`src/rtl/alu_exec_pipe.sv`:
```
// Two-stage execute pipeline behind the ALU controller: S1 captures the operation,
// S2 holds the computed result, zero flag and tag until downstream takes it.
module alu_exec_pipe #(
  parameter int WIDTH = 32,
  parameter int TAG_W = 5,
  parameter int CNT_W = 16
) (
  input  logic             clk,
  input  logic             reset,
  input  logic             flush,
  input  logic             in_valid,
  output logic             in_ready,
  input  logic [3:0]       in_op,
  input  logic [WIDTH-1:0] in_a,
  input  logic [WIDTH-1:0] in_b,
  input  logic [TAG_W-1:0] in_tag,
  output logic             out_valid,
  input  logic             out_ready,
  output logic [WIDTH-1:0] out_result,
  output logic             out_zero,
  output logic             out_illegal,
  output logic [TAG_W-1:0] out_tag,
  output logic [CNT_W-1:0] done_count,
  output logic [CNT_W-1:0] illegal_count
);

  localparam logic [3:0] OP_AND = 4'b0000;
  localparam logic [3:0] OP_OR  = 4'b0001;
  localparam logic [3:0] OP_ADD = 4'b0010;
  localparam logic [3:0] OP_SUB = 4'b0110;
  localparam logic [3:0] OP_SLT = 4'b0111;
  localparam logic [3:0] OP_NOR = 4'b1100;
  localparam logic [CNT_W-1:0] CNT_ONE = {{(CNT_W-1){1'b0}}, 1'b1};

  logic             s1_valid;
  logic [3:0]       s1_op;
  logic [WIDTH-1:0] s1_a;
  logic [WIDTH-1:0] s1_b;
  logic [TAG_W-1:0] s1_tag;
  logic             s2_valid;

  logic             s2_free;
  logic             s1_adv;
  logic             accept;
  logic             consume;
  logic [WIDTH-1:0] alu_result;
  logic             alu_illegal;
  logic             slt_bit;

  assign s2_free   = !s2_valid || out_ready;
  assign s1_adv    = s1_valid && s2_free;
  assign in_ready  = !flush && (!s1_valid || s2_free);
  assign accept    = in_valid && in_ready;
  assign consume   = s2_valid && out_ready;
  assign out_valid = s2_valid;
  assign slt_bit   = $signed(s1_a) < $signed(s1_b);

  always_comb begin
    alu_result  = '0;
    alu_illegal = 1'b0;
    case (s1_op)
      OP_AND:  alu_result = s1_a & s1_b;
      OP_OR:   alu_result = s1_a | s1_b;
      OP_ADD:  alu_result = s1_a + s1_b;
      OP_SUB:  alu_result = s1_a - s1_b;
      OP_SLT:  alu_result = {{(WIDTH-1){1'b0}}, slt_bit};
      OP_NOR:  alu_result = ~(s1_a | s1_b);
      default: alu_illegal = 1'b1;
    endcase
  end

  // Flush empties both stages; an accept and an advance out of S1 may coincide.
  always_ff @(posedge clk) begin
    if (reset) begin
      s1_valid <= 1'b0;
    end else if (flush) begin
      s1_valid <= 1'b0;
    end else if (accept) begin
      s1_valid <= 1'b1;
    end else if (s1_adv) begin
      s1_valid <= 1'b0;
    end
  end

  always_ff @(posedge clk) begin
    if (accept) begin
      s1_op  <= in_op;
      s1_a   <= in_a;
      s1_b   <= in_b;
      s1_tag <= in_tag;
    end
  end

  always_ff @(posedge clk) begin
    if (reset) begin
      s2_valid    <= 1'b0;
      out_result  <= '0;
      out_zero    <= 1'b0;
      out_illegal <= 1'b0;
      out_tag     <= '0;
    end else begin
      if (flush) begin
        s2_valid <= 1'b0;
      end else if (s1_adv) begin
        s2_valid <= 1'b1;
      end else if (consume) begin
        s2_valid <= 1'b0;
      end
      if (s1_adv) begin
        out_result  <= alu_result;
        out_zero    <= (alu_result == '0);
        out_illegal <= alu_illegal;
        out_tag     <= s1_tag;
      end
    end
  end

  // A result taken in the flush cycle is still counted as consumed.
  always_ff @(posedge clk) begin
    if (reset) begin
      done_count    <= '0;
      illegal_count <= '0;
    end else if (consume) begin
      done_count <= done_count + CNT_ONE;
      if (out_illegal) begin
        illegal_count <= illegal_count + CNT_ONE;
      end
    end
  end

endmodule

```
`config.mk`:
```
export PLATFORM = sky130hd
export DESIGN_NAME = alu_exec_pipe
export DESIGN_NICKNAME = d
export VERILOG_FILES = /design/src/rtl/alu_exec_pipe.sv
export SDC_FILE = /design/constraint.sdc
export NUM_CORES = 1
export LEC_CHECK = 0
export ABC_AREA = 1
export CAP_MARGIN = 20
export CORE_UTILIZATION = 30
export DETAILED_ROUTE_END_ITERATION = 10
export HOLD_SLACK_MARGIN = 0.1
export PLACE_DENSITY = 0.48
export SYNTH_ARGS = -nofsm -noshare
export SYNTH_HDL_FRONTEND = slang
export SYNTH_SLANG_ARGS = --single-unit
```
`constraint.sdc`:
```
create_clock -name clk -period 4.6 [get_ports clk]
set_input_delay 0.92 -clock clk [delete_from_list [all_inputs] [get_ports clk]]
set_output_delay 0.92 -clock clk [all_outputs]
set_load 0.01 [all_outputs]
```
==> results by stage <==
STA:
- The actual transition at the worst max-transition pin is 1020 ps.
- Static timing analysis puts the maximum clock frequency at 302 MHz.
- The worst max-slew margin expressed relative to the limit is 32.1%.
- The final-report hold violation count came to 0.
- On the final layout, the worst clock skew is 28.4 ps.
- The time the worst path needs with I/O delays and setup is 3310 ps.
- The total setup violations reported at the end of the flow is 0.
- The final worst-path setup slack is 1290 ps.
- Adding up every negative setup slack in the final design gives 0 ps.
- The max-slew violation count is 0.
- Setup repair after global routing left no endpoint under its margin.
- Hold timing on the final database bottoms out at a slack of 464 ps.
- The final critical-path share of the clock period is 71.9%.

Layout:
- The repair_antennas step left the layout with diodes totalling 0.
- The number of nets in the layout is 2131.
- The layout cell share with drive strength beyond 1 is 3.67%.
- The layout has 4314 filler cells.
- For this run, the share of the core covered by cells in the final layout is 37.2%.
- The multi-input gate area in the final layout is 6690 um2.
- From synthesis to final layout, the design area changed by 21.8%.
- The area used by sequential logic in the layout is 3650 um2.

Floorplanning:
- 151 I/O pins were placed.
- The floorplan has 72 rows.
- The initial cell density of the core is 30.5%.
- The overall die height is 201 um.
- The die area is 40200 um2.
- The placeable core region is 38700 um2.
- From left edge to right edge, the die measures 201 um.

Setup path:
- The register-to-register path setup slack is 1340 ps.
- The critical setup path kind is in -> out.
- The worst setup path is launched from a primary input.
- On the worst path, the slowest cell contributes a delay of 530 ps.
- On the critical path, the stage with the largest delay is an instance of sky130_fd_sc_hd__clkdlybuf4s50_1.
- Traced cell by cell, the critical path runs through clkdlybuf4s50_1 > inv_1 > nand2_1 > nor2_1 > inv_1 > nand2_1 > inv_1 > clkdlybuf4s50_1.
- The endpoint of the most critical register-to-register path is out_zero.
- At the worst endpoint, the required time is 3680 ps.
- The number of buffers and inverters on the critical path is 5.
- The critical path starts at out_ready.
- The path depth of the worst reg2reg path is 18.
- At the worst endpoint, the arrival time is 2390 ps.
- The top fanout value on the critical path is 2.
- The beginning of the worst register-to-register path is s1_b[0].
- The most used cell along the critical path is sky130_fd_sc_hd__inv_1.
- The worst setup path endpoint is in_ready.
- The largest delay contributor family on the critical path is buffers and inverters.
- The instance count on the critical path is 8.
- The kind of capture point of the worst setup path is a primary output.

Power:
- In this run the power density over the cells is 252 nW/um2.
- The overall power of the completed layout is 0.00363 W.
- In this run the static leakage power is 6.93 nW.
- The maximum vdd ir drop is 257 uV.

Synth:
- Synthesis produced a netlist whose cell count is 1819.
- Yosys printed 0 warnings.
- The fraction of the yosys area taken by sequential cells is 30.9%.
- The share of synthesized flip-flops with an asynchronous set or reset is 0%.
- In the synthesized netlist, the cells that appear most often are sky130_fd_sc_hd__nand2_1, sky130_fd_sc_hd__inv_1, sky130_fd_sc_hd__nor2_1, sky130_fd_sc_hd__nand3_1, sky130_fd_sc_hd__ha_1.
- The synthesized design contains 73 enable-type register cells.
- By instance count, the leading cell after synthesis is sky130_fd_sc_hd__nand2_1.
- In this run, synthesis produced a sequential element count of 146.
- The post-synthesis cell type count is 47.
- The top cell type by area accounts for 18.5% of the synthesized area.
- The largest total area in the synthesized netlist belongs to sky130_fd_sc_hd__edfxtp_1.
- The post-synthesis net count is 2000.
- The predominant post-synthesis flop cell is sky130_fd_sc_hd__edfxtp_1.
- After synthesis, the cell types taking the most area are sky130_fd_sc_hd__edfxtp_1, sky130_fd_sc_hd__nand2_1, sky130_fd_sc_hd__dfxtp_1.
- The post-synthesis average cell area is 6.51 um2.
- In this run the cell area of the synthesized design comes to 11800 um2.

Clock network:
- The clock insertion delay at the later pin of the skew report is 480 ps.
- CTS built an H-tree with a depth of 4.
- Once the clock tree was built, the setup fixing pass inserted 0 buffers.
- The clock-pin slew of the registers on the worst-case setup and hold paths is 70 ps.
- The sink count of the clock tree is 146.
- The total CTS buffers is 17.
- The CTS tree is built.
- The clock root buffer master is sky130_fd_sc_hd__clkbuf_16.
- The number of buffers inserted for hold repair after clock tree synthesis is 0.
- The longest clock path from root to sink contains 2 buffers.
- The number of resized instances in the post-cts repair step is 0.

Placement:
- Before CTS, the worst setup slack after placement is 1300 ps.
- The last weighted congestion value of the routability-driven placer is 0.929.
- Summed over all nets, the half-perimeter wirelength after detailed placement is 34300 um.
- Port buffering added 150 buffers.

Status:
- The run finished with clean final reports.

Flow run:
- The count of maximum capacitance violations is 0.

Detailed routing:
- The count of unresolved DRC violations after routing is 0.
- The ratio of routed vias to standard cells is 4.83.
- The initial DRC count is 736.
- Summed over all layers, the routed wires come to 42600 um.
- The first detailed-routing pass took 6 iterations.
- The remaining antenna violation count is 0.
- The total number of vias is 11981.
- The routed length per placed instance is 17.2 um.

Global routing:
- The remaining global-route overflow is 0.
- For met3 alone, demand over resource in global routing was 3.02%.
- The number of antenna violations at the first check in global routing came to 0.
- The via count of the first global-routing pass is 11738.
- The met1 routing resource usage after global routing is 29.4%.
- The first-pass GRT wire length is 66400 um.
- Entering global routing, the biggest net connects 74 pins.
- In this run the most used layer during global routing was met2.
- Global routing used 21.6% of the available tracks across all layers.
- Global routing consumed, on the met2 layer, 35.2% of the routing resources.

Worst hold path:
- The min-delay analysis places its worst path in the category reg -> reg.
[per-layer routing]
metal  share of wire (%)  vias up
li1                    -     6041
met1                  48     5558
met2                  45      332
met3                 4.9       50
met4                 2.1        0
met5                   0        -
[layout make-up]
| class | instances | share of cell area (%) |
|---|---|---|
| Timing Repair Buffer | 158 | 11.0 |
| Multi-Input combinational cell | 1289 | 46.4 |
| Clock inverter | 15 | 1.02 |
| Inverter | 338 | 8.80 |
| Tap cell | 518 | 4.50 |
| Clock buffer | 17 | 2.95 |
| Sequential cell | 146 | 25.3 |
[stage by stage]
stage / instance area [um2] / std cells
6_report: 14400 / 2481
5_1_grt: 14400 / 2481
4_1_cts: 14400 / 2481
3_3_place_gp: 13800 / 2448
3_5_place_dp: 13800 / 2449
2_1_floorplan: 11800 / 1819
[sequential cells by signal, summed over array words and instances, names as in the netlist]
name	count
done_count	16
illegal_count	16
out_illegal	1
out_result	32
out_tag	5
out_valid	1
out_zero	1
s1_a	32
s1_b	32
s1_op	4
s1_tag	5
s1_valid	1
[placed cells by master (no fill, tap or decap), types with 3 or more instances in the layout]
cell / count
sky130_fd_sc_hd__and2_1: 5
sky130_fd_sc_hd__o21bai_1: 10
sky130_fd_sc_hd__ha_1: 101
sky130_fd_sc_hd__nand3_1: 161
sky130_fd_sc_hd__o21a_1: 4
sky130_fd_sc_hd__nand3b_1: 3
sky130_fd_sc_hd__nor4_1: 6
sky130_fd_sc_hd__a221oi_1: 22
sky130_fd_sc_hd__nand4_1: 21
sky130_fd_sc_hd__nor2_1: 249
sky130_fd_sc_hd__nand2_2: 5
sky130_fd_sc_hd__nor2_2: 9
sky130_fd_sc_hd__edfxtp_1: 73
sky130_fd_sc_hd__inv_8: 3
sky130_fd_sc_hd__clkinv_4: 3
sky130_fd_sc_hd__nor3_1: 27
sky130_fd_sc_hd__nand2_1: 474
sky130_fd_sc_hd__clkdlybuf4s50_1: 150
sky130_fd_sc_hd__clkbuf_16: 17
sky130_fd_sc_hd__o211ai_1: 15
sky130_fd_sc_hd__inv_6: 4
sky130_fd_sc_hd__o21ai_0: 61
sky130_fd_sc_hd__buf_4: 7
sky130_fd_sc_hd__nand3_2: 3
sky130_fd_sc_hd__inv_2: 5
sky130_fd_sc_hd__a21oi_1: 85
sky130_fd_sc_hd__inv_1: 333
sky130_fd_sc_hd__dfxtp_1: 73
[cell families after synthesis]
| kind of cell | after synthesis | synth area share [%] |
|---|---|---|
| AOI/OAI and AO/OA | 210 | 10.5 |
| xor gates and xnor gates | 2 | 0.148 |
| adders and majority gates | 103 | 11.0 |
| buffers and inverters | 384 | 12.7 |
| DFF | 146 | 30.9 |
| and+or+nand+nor | 974 | 34.7 |
[worst register-to-register path, stage by stage, from the launching register on]
cell and delay (ps):
sky130_fd_sc_hd__edfxtp_1 380, sky130_fd_sc_hd__ha_1 300, sky130_fd_sc_hd__inv_1 80, sky130_fd_sc_hd__fa_1 380, sky130_fd_sc_hd__inv_1 230, sky130_fd_sc_hd__nand2_1 110
sky130_fd_sc_hd__nand2_1 140, sky130_fd_sc_hd__nand3_1 170, sky130_fd_sc_hd__nand2_1 180, sky130_fd_sc_hd__nand2_1 70, sky130_fd_sc_hd__inv_1 60, sky130_fd_sc_hd__nor2_1 40
sky130_fd_sc_hd__nor2_1 310, sky130_fd_sc_hd__nand2_1 110, sky130_fd_sc_hd__nor2_1 100, sky130_fd_sc_hd__nand2_1 70, sky130_fd_sc_hd__nor3_2 230, sky130_fd_sc_hd__nand3_1 110
sky130_fd_sc_hd__a21oi_2 120
[report_power, final]
group	total, W	switching, W	internal, W	leakage (nW)
Clock	0.00140	0.000684	0.000716	0.274
Sequential	0.00145	0.0000297	0.00142	1.28
Combinational	0.000779	0.000508	0.000271	5.38
[how the worst min path moves through the flow]
stage | endpoint | cells after the start | slack, ps | start
2_1_floorplan | out_tag[0] | 2 | 450 | s1_tag[0]
3_3_place_gp | out_tag[1] | 2 | 450 | s1_tag[1]
3_5_place_dp | done_count[15] | 2 | 460 | done_count[15]
4_1_cts | done_count[15] | 2 | 470 | done_count[15]
5_1_grt | out_tag[4] | 2 | 490 | s1_tag[4]
6_report | done_count[15] | 2 | 460 | done_count[15]
(Power assumes the default switching activity.)
